[src/rtl/msg_stream_pkg.sv]
// Shared types and constants for the message stream transmitter.
package msg_stream_pkg;

    typedef enum logic [1:0] {
        IDLE = 2'd0,
        SEND = 2'd1,
        GAP  = 2'd2
    } state_t;

    localparam logic [7:0] CHAR_CR = 8'h0D;
    localparam logic [7:0] CHAR_LF = 8'h0A;

    // Width of a down-counter that holds values 0 .. cycles-1 (never narrower than one bit).
    function automatic int gap_cnt_w(input int cycles);
        int w;
        w = $clog2(cycles);
        if (w < 1) begin
            w = 1;
        end else begin
            w = w;
        end
        return w;
    endfunction

endpackage

[src/rtl/msg_buffer.sv]
// Message byte store: MAX_LEN x 8 registers, synchronous write, combinational read.
module msg_buffer
    import msg_stream_pkg::*;
#(
    parameter int MAX_LEN = 16,
    parameter int ADDR_W  = $clog2(MAX_LEN)
) (
    input  logic              clk,
    input  logic              we,
    input  logic [ADDR_W-1:0] waddr,
    input  logic [7:0]        wdata,
    input  logic [ADDR_W-1:0] raddr,
    output logic [7:0]        rdata
);

    logic [7:0] mem_r [MAX_LEN];

    // Write port; contents are deliberately left out of reset.
    always_ff @(posedge clk) begin
        if (we) begin
            mem_r[waddr] <= wdata;
        end
    end

    assign rdata = mem_r[raddr];

endmodule

[src/rtl/msg_stream_tx.sv]
// Streams a loaded byte buffer as a repeating message over a valid/ready handshake.
// Define MSG_CRLF_EN to append CR LF after the buffer bytes of every message.
module msg_stream_tx
    import msg_stream_pkg::*;
#(
    parameter int MAX_LEN    = 16,
    parameter int GAP_CYCLES = 15000,
    parameter int ADDR_W     = $clog2(MAX_LEN)
) (
    input  logic              clk,
    input  logic              rst,
    input  logic              en,
    input  logic [ADDR_W:0]   msg_len,
    input  logic              load_we,
    input  logic [ADDR_W-1:0] load_addr,
    input  logic [7:0]        load_data,
    input  logic              tx_ready,
    output logic              tx_valid,
    output logic [7:0]        tx_data,
    output logic              busy,
    output logic              msg_done
);

    localparam int                GCW      = gap_cnt_w(GAP_CYCLES);
    localparam logic [ADDR_W:0]   LEN_MAX  = (ADDR_W+1)'(MAX_LEN);
    localparam logic [GCW-1:0]    GAP_LOAD = GCW'(GAP_CYCLES - 1);

    state_t            state_r, state_s;
    logic [ADDR_W-1:0] index_r, index_s;
    logic [ADDR_W:0]   len_r, len_s;
    logic [GCW-1:0]    gap_r, gap_s;
    logic              tx_valid_r, tx_valid_s;
    logic [7:0]        tx_data_r, tx_data_s;
    logic              busy_r, busy_s;
    logic              msg_done_r, msg_done_s;
`ifdef MSG_CRLF_EN
    logic [1:0]        tail_r, tail_s;
`endif

    logic              start_ok_s;
    logic              start_s;
    logic              xfer_s;
    logic              last_s;
    logic [ADDR_W:0]   clamp_len_s;
    logic [ADDR_W-1:0] rd_addr_s;
    logic [7:0]        rd_data_s;

    msg_buffer #(
        .MAX_LEN (MAX_LEN),
        .ADDR_W  (ADDR_W)
    ) u_buf (
        .clk   (clk),
        .we    (load_we && (state_r == IDLE)),
        .waddr (load_addr),
        .wdata (load_data),
        .raddr (rd_addr_s),
        .rdata (rd_data_s)
    );

    assign start_ok_s  = en && (msg_len != {(ADDR_W+1){1'b0}});
    assign clamp_len_s = (msg_len > LEN_MAX) ? LEN_MAX : msg_len;
    assign xfer_s      = tx_valid_r && tx_ready;
    assign last_s      = ({1'b0, index_r} == (len_r - {{ADDR_W{1'b0}}, 1'b1}));
    // In SEND the read port pre-fetches the byte that follows the one on tx_data.
    assign rd_addr_s   = (state_r == SEND) ? (index_r + {{(ADDR_W-1){1'b0}}, 1'b1})
                                           : {ADDR_W{1'b0}};

    // Next-state and output decode.
    always_comb begin
        state_s    = state_r;
        index_s    = index_r;
        len_s      = len_r;
        gap_s      = gap_r;
        tx_valid_s = tx_valid_r;
        tx_data_s  = tx_data_r;
        msg_done_s = 1'b0;
        start_s    = 1'b0;
`ifdef MSG_CRLF_EN
        tail_s     = tail_r;
`endif
        case (state_r)
            IDLE: begin
                if (start_ok_s) begin
                    start_s = 1'b1;
                end else begin
                    tx_valid_s = 1'b0;
                end
            end
            SEND: begin
                if (xfer_s) begin
`ifdef MSG_CRLF_EN
                    if ((tail_r == 2'd0) && !last_s) begin
                        index_s   = index_r + {{(ADDR_W-1){1'b0}}, 1'b1};
                        tx_data_s = rd_data_s;
                    end else if (tail_r == 2'd0) begin
                        tail_s    = 2'd1;
                        tx_data_s = CHAR_CR;
                    end else if (tail_r == 2'd1) begin
                        tail_s    = 2'd2;
                        tx_data_s = CHAR_LF;
                    end else begin
                        tail_s     = 2'd0;
                        state_s    = GAP;
                        gap_s      = GAP_LOAD;
                        tx_valid_s = 1'b0;
                        msg_done_s = 1'b1;
                    end
`else
                    if (!last_s) begin
                        index_s   = index_r + {{(ADDR_W-1){1'b0}}, 1'b1};
                        tx_data_s = rd_data_s;
                    end else begin
                        state_s    = GAP;
                        gap_s      = GAP_LOAD;
                        tx_valid_s = 1'b0;
                        msg_done_s = 1'b1;
                    end
`endif
                end else begin
                    tx_data_s = tx_data_r;
                end
            end
            GAP: begin
                if (gap_r != {GCW{1'b0}}) begin
                    gap_s = gap_r - {{(GCW-1){1'b0}}, 1'b1};
                end else if (start_ok_s) begin
                    start_s = 1'b1;
                end else begin
                    state_s = IDLE;
                end
            end
            default: begin
                state_s    = IDLE;
                tx_valid_s = 1'b0;
            end
        endcase

        // A start launches buf[0] on the same edge, from IDLE or straight out of GAP.
        if (start_s) begin
            state_s    = SEND;
            len_s      = clamp_len_s;
            index_s    = {ADDR_W{1'b0}};
            tx_valid_s = 1'b1;
            tx_data_s  = rd_data_s;
        end else begin
            len_s = len_s;
        end

        busy_s = (state_s != IDLE);
    end

    // State and registered outputs; rst drops any in-flight byte.
    always_ff @(posedge clk) begin
        if (rst) begin
            state_r    <= IDLE;
            index_r    <= {ADDR_W{1'b0}};
            len_r      <= {(ADDR_W+1){1'b0}};
            gap_r      <= {GCW{1'b0}};
            tx_valid_r <= 1'b0;
            tx_data_r  <= 8'h00;
            busy_r     <= 1'b0;
            msg_done_r <= 1'b0;
`ifdef MSG_CRLF_EN
            tail_r     <= 2'd0;
`endif
        end else begin
            state_r    <= state_s;
            index_r    <= index_s;
            len_r      <= len_s;
            gap_r      <= gap_s;
            tx_valid_r <= tx_valid_s;
            tx_data_r  <= tx_data_s;
            busy_r     <= busy_s;
            msg_done_r <= msg_done_s;
`ifdef MSG_CRLF_EN
            tail_r     <= tail_s;
`endif
        end
    end

    assign tx_valid = tx_valid_r;
    assign tx_data  = tx_data_r;
    assign busy     = busy_r;
    assign msg_done = msg_done_r;

endmodule

[config.mk]
export PLATFORM = sky130hd
export DESIGN_NAME = msg_stream_tx
export DESIGN_NICKNAME = d
export VERILOG_FILES = /design/src/rtl/msg_stream_pkg.sv /design/src/rtl/msg_buffer.sv /design/src/rtl/msg_stream_tx.sv
export SDC_FILE = /design/constraint.sdc
export NUM_CORES = 1
export LEC_CHECK = 0
export BUFFER_PORTS_ARGS = -buffer_cell sky130_fd_sc_hd__buf_2
export CORE_MARGIN = 2
export CORE_UTILIZATION = 60
export DETAILED_ROUTE_END_ITERATION = 6
export PLACE_DENSITY = 0.78
export SLEW_MARGIN = 10
export SYNTH_ARGS = -nofsm -noshare
export SYNTH_HDL_FRONTEND = slang
export SYNTH_SLANG_ARGS = --single-unit
[constraint.sdc]
create_clock -name clk -period 2.3 [get_ports clk]
set_clock_uncertainty 0.15 [all_clocks]
set_input_delay 0.46 -clock clk [delete_from_list [all_inputs] [get_ports clk]]
set_output_delay 0.46 -clock clk [all_outputs]
set_load 0.02 [all_outputs]
## Word level (Yosys, flattened, before mapping)

Memory sizes are Yosys's and may differ from the RTL's.
Index checks and enable logic that the tools add are counted.

| word-level totals | value |
|---|---|
| bits in writable memories | 128 |
| flip-flop bits (word level) | 36 |
| output and inout port bits | 11 |
| logic and storage cells | 70 |
| memories | 1 |

| cells by class | value |
|---|---|
| magnitude comparators | 1 |
| eq/ne operators | 11 |
| add/sub/neg operators | 3 |
| bitwise gates (word level) | 3 |
| reduce and logical (&&, ||, !) cells | 16 |
| mux-type cells | 27 |

Memory list:

| name | depth | width | read ports | clocked after Yosys merged registers in | wr ports | RTL line | source |
|---|---|---|---|---|---|---|---|
| u_buf.mem_r | 16 | 8 | 1 | 0 | 1 | msg_buffer.sv:16 | `logic [7:0] mem_r [MAX_LEN];` |

Operators by type and width:

| kind | count |
|---|---|
| $mux 14 | 3 |
| $mux 8 | 4 |
| $pmux 14 s2 | 1 |
| $reduce_bool 14->1 | 1 |
| $sub 14x1->14 const B | 1 |
| $mux 2 | 5 |
| $ne 2x2->1 const B | 5 |
| $mux 1 | 9 |
| $ne 3x3->1 const B | 3 |
| $reduce_and 4->1 | 2 |
| $reduce_bool 2->1 | 4 |
| $pmux 2 s3 | 1 |
| $reduce_and 3->1 | 2 |
| $eq 4x5->1 | 1 |
| $gt 5x5->1 const B | 1 |
| $mux 5 | 1 |
| $reduce_bool 5->1 | 1 |
| $sub 5x1->5 const B | 1 |
| $add 4x1->4 const B | 1 |
| $mux 4 | 1 |
| $logic_and 1x1->1 | 3 |
| $not 1->1 | 3 |
| $pmux 1 s3 | 1 |
| $reduce_or 3->1 | 1 |
| 5 further kinds | 5 |

## Depth between registers and ports, before layout

| logic depth | value |
|---|---|
| depth after elaboration | 7 |
| mapped depth | 8 |
| gate-level depth less buffers | 7 |

## Modules after synthesis

From an unflattened synthesis, not the netlist that was laid out.

| unflattened totals | value |
|---|---|
| cell total of the unflattened synthesis | 436 |
| area, all modules | 6919.1 µm² |

By module, submodules not included:

| module | instances | area each (µm²) | cells each |
|---|---|---|---|
| msg_buffer | 1 | 4987.3 | 221 |
| msg_stream_tx | 1 | 1931.9 | 215 |

## Least setup slack after synthesis

OpenSTA, ideal clock, no wires.

| timing path | value |
|---|---|
| path kind | register to register |
| from | register index_r[1] |
| to | register tx_data_r[3] (netlist: tx_data[3]) |
| slack | 0.133 ns |
| setup time | 0.141 ns |
| stages on the path, launching flop included | 7 |
| data required time | 2.009 ns |
| arrival time | 1.876 ns |
| clock period less this slack | 2.167 ns |
| cells stage by stage | dfxtp_1 > ha_1 > buf_2 > buf_2 > mux4_2 > a222oi_1 > a221oi_1 |

| on the way | value |
|---|---|
| word-level cells in the longest chain between the ends | 7 |
| elaborated cells between the ends (all ways) | 10 |
| those cells by class | 1 x add/sub; 2 x eq/ne; 5 x mux; 1 x reduce/logical; 1 x memory |

RTL lines:

| what | RTL line | source |
|---|---|---|
| start: declaration | msg_stream_tx.sv:29 | `logic [ADDR_W-1:0] index_r, index_s;` |
| start signal: assignment | msg_stream_tx.sv:156 | `index_r <= {ADDR_W{1'b0}};` |
| start signal: assignment | msg_stream_tx.sv:168 | `index_r <= index_s;` |
| $add 4x1->4 | msg_stream_tx.sv:65 | `assign rd_addr_s = (state_r == SEND) ? (index_r + {{(ADDR_W-1){1'b0}}, 1'b1})` |
| $mux 4 | msg_stream_tx.sv:65 |  |
| $mem_v2 16x8 | - |  |
| $mux 8 | msg_stream_tx.sv:109 | `if (!last_s) begin` |
| $mux 8 | msg_stream_tx.sv:90 | `if (xfer_s) begin` |
| $mux 8 | msg_stream_tx.sv:81 | `case (state_r)` |
| $mux 8 | msg_stream_tx.sv:139 | `if (start_s) begin` |
| end signal: assignment | msg_stream_tx.sv:172 | `tx_data_r <= tx_data_s;` |
| end: declaration | msg_stream_tx.sv:33 | `logic [7:0] tx_data_r, tx_data_s;` |

Parallel ways exist; a longest one is shown, timed or not. The select of a mux whose other input is x is not followed.
A chain may end at the register's enable or synchronous reset.

## Final worst setup path

| timing path | value |
|---|---|
| from | register index_r[0] |
| to | register tx_data_r[2] (netlist: tx_data[2]) |

The elaborated chain is that of the path after synthesis.

==> results.json <==
{
  "arrival_ns": 2.49,
  "antenna_found_initial": 0,
  "areaGrowthSynthToFinish_pct": 22.2,
  "synthCells": 547,
  "routed_wl_mm": 18.5,
  "power_mw": 6.86,
  "min_period_ns": 2.35,
  "ys.flop_type": "edfxtp_1",
  "ant_nets": 0,
  "die-width_um": 114,
  "final_nets": 655,
  "cts_hold_buf": 0,
  "drt-initial-drc-count": 610,
  "setup_viol": 3,
  "yosysTopAreaCellShare_pct": 52.6,
  "worst_pin_slew_ns": 0.551,
  "vias": 5217,
  "syn_nets": 573,
  "fillerInstances": 697,
  "final_core_util_pct": 74.7,
  "p_per_area_mw_per_mm2": 768,
  "die_h_um": 114,
  "dpl.hpwl_mm": 11.4,
  "synth_commonest_cells": "edfxtp_1, dfxtp_1, nor2_1",
  "cts_tree": "done",
  "critPathKind": "reg2reg",
  "async_reset_ff_share_pct": 0,
  "syn_area_mm2": 0.00731,
  "start_kind": "flop",
  "yosysSeqAreaShare_pct": 62.5,
  "violations": "DRC, setup timing",
  "io_pins": 33,
  "grt.overflow.total": 0,
  "grt_first_pass_wirelength_mm": 27.8,
  "post-route-period-util_pct": 102,
  "run_status": "finished, violations left",
  "grt_max_degree": 42,
  "clk_pin_slew_worst_paths_ns": 0.06,
  "antennaDiodeCount": 0,
  "grt_use_total_pct": 29.3,
  "dr.pass1.iters": 7,
  "rows": 40,
  "cts.sinks": 164,
  "setup_ws_ns": -0.0477,
  "ys_types": 68,
  "cts_made_buffers": 17,
  "wl_per_cell_um": 23.4,
  "dp_cells": 749,
  "design_area_mm2": 0.00893,
  "syn_area_per_cell_um2": 13.4,
  "p_leak_nw": 3.02,
  "synth_top_cell_by_area": "edfxtp_1",
  "placed_area_mm2": 0.00792,
  "gp_congestion": 0.883,
  "route.detailed.drc": 5,
  "drv_slew": 0,
  "first_global_vias": 5017,
  "hold_viol_final": 0,
  "cts_max_level": 4,
  "fin_setup_tns_ns": -0.0736,
  "dieArea_mm2": 0.0131,
  "rsz0062_at_grt": "yes",
  "clockBufferDepth": 2,
  "fin_cells": 789,
  "ys_ff_latch": 164,
  "numPortBuffers": 32,
  "clkLatencyLatePin_ns": 0.42,
  "start_util_pct": 61.1,
  "relSlewSlack_pct": 63.1,
  "synth.area.top_cells": "edfxtp_1, dfxtp_1, mux2i_1",
  "cts_root_buffer": "clkbuf_16",
  "critPathMaxFanout": 7,
  "synth_edf_count": 128,
  "yosys_warnings": 0,
  "yosysMostFrequentCell": "edfxtp_1",
  "hold_path.class": "in2reg",
  "ir_drop_mv": 0.757,
  "critPathRequiredTime_ns": 2.44,
  "max_freq_ghz": 0.426,
  "core_area_mm2": 0.0120,
  "routed_via_density": 6.61,
  "crit_path_end_kind": "flop",
  "drive_above_1_share_pct": 27.7,
  "drv_cap": 0
}
-- worst max-delay path, cell delays in order (launching register included) --
cell and delay (ns):
dfxtp_4 0.38, ha_4 0.32, nand3b_1 0.12, buf_6 0.16, buf_8 0.14, a211oi_1 0.32, o32ai_1 0.18, a222oi_1 0.31
a221oi_1 0.13
-- state kept, by name (all words and copies together), names as in the netlist --
register and cells:
busy 1, gap_r 14, index_r 4, len_r 5, msg_done 1, state_r 2
tx_data 8, tx_valid 1, u_buf.mem_r 128
-- final timing paths --
check	start	end	slack (ns)	cells after the start
min	msg_len[1]	len_r[1]$_SDFFE_PP0P_	0.14	3
max reg2reg	index_r[0]$_SDFFE_PP0P_	tx_data[2]$_SDFFE_PP0P_	-0.05	8
min reg2reg	gap_r[10]$_SDFFE_PP0P_	gap_r[10]$_SDFFE_PP0P_	0.36	2
max	index_r[0]$_SDFFE_PP0P_	tx_data[2]$_SDFFE_PP0P_	-0.05	8
-- per-layer routing --
metal / routed length, um / global-route usage (%) / vias up
met1: 7210 / 38.1 / 2568
met5: 0 / 0 / -
met4: 532 / 12.0 / 0
met2: 9380 / 48.7 / 284
li1: - / - / 2328
met3: 1380 / 5.77 / 37
-- cell usage in the layout (no fill, tap or decap), types with 4 or more instances in the layout --
cell type and instances:
xnor2_1 4, a2bb2oi_1 5, nand3_1 16, o21ai_0 11, nand2_1 15, dfxtp_1 30
nand3b_1 6, a221oi_1 7, nand2b_1 29, dfxtp_2 5, xor2_1 8, buf_6 7
bufinv_16 6, or4_1 4, a211oi_1 7, edfxtp_1 128, buf_4 49, a222oi_1 7
inv_1 7, nand4_1 6, nor2b_1 17, mux2i_1 21, nor3_1 6, clkinv_1 4
a21oi_1 27, a22oi_1 8, nor2_1 34, o32ai_1 5, buf_2 32, or4b_4 4
clkbuf_16 18, mux4_2 8, a211o_1 7, or4b_1 11
-- power breakdown --
part | internal, mW | total, mW | switching (mW)
sequential | 3.24 | 3.26 | 0.0255
combinational | 0.172 | 0.439 | 0.267
clock | 2.02 | 3.16 | 1.13
total | 5.43 | 6.86 | 1.43
-- cell families (layout without fill, tap and decap cells) --
| logic type | Yosys count | after routing | share of synthesized area [%] |
|---|---|---|---|
| multiplexers | 30 | 30 | 5.50 |
| XOR/XNOR | 14 | 14 | 1.78 |
| flip-flops | 164 | 164 | 62.5 |
| buffers and inverters | 41 | 136 | 2.72 |
| adder cells (fa/ha/maj) | 4 | 4 | 0.685 |
| AO/OA/AOI/OAI | 125 | 125 | 13.2 |
| AND/OR/NAND/NOR | 169 | 169 | 13.7 |
-- area by class of cell --
class | count | area (um2) | share of cell area [%]
clock buffers | 17 | 425 | 4.76
clock inverters | 15 | 233 | 2.61
inverters | 9 | 33.8 | 0.378
multi-input cells | 342 | 2710 | 30.3
flip-flops and latches | 164 | 4570 | 51.2
well taps | 147 | 184 | 2.06
repair buffers | 95 | 772 | 8.64
-- per-stage QoR --
stage | setup WS, ns | hold slack (ns)
floorplan | 0.133 | 0.312
global placement | -0.0177 | 0.330
detailed placement | -0.0179 | 0.349
CTS | 0.00337 | 0.127
global route | -0.0806 | 0.139
finish | -0.0477 | 0.141
-- what timing repair did --
action | in CTS | in global routing
pin swaps | 3 | 18
gates cloned | 3 | 1
gates resized for setup | 10 | 45
buffers inserted | 1 | 3
endpoints found under the setup margin | 5 | 19
(Power assumes the default switching activity.)
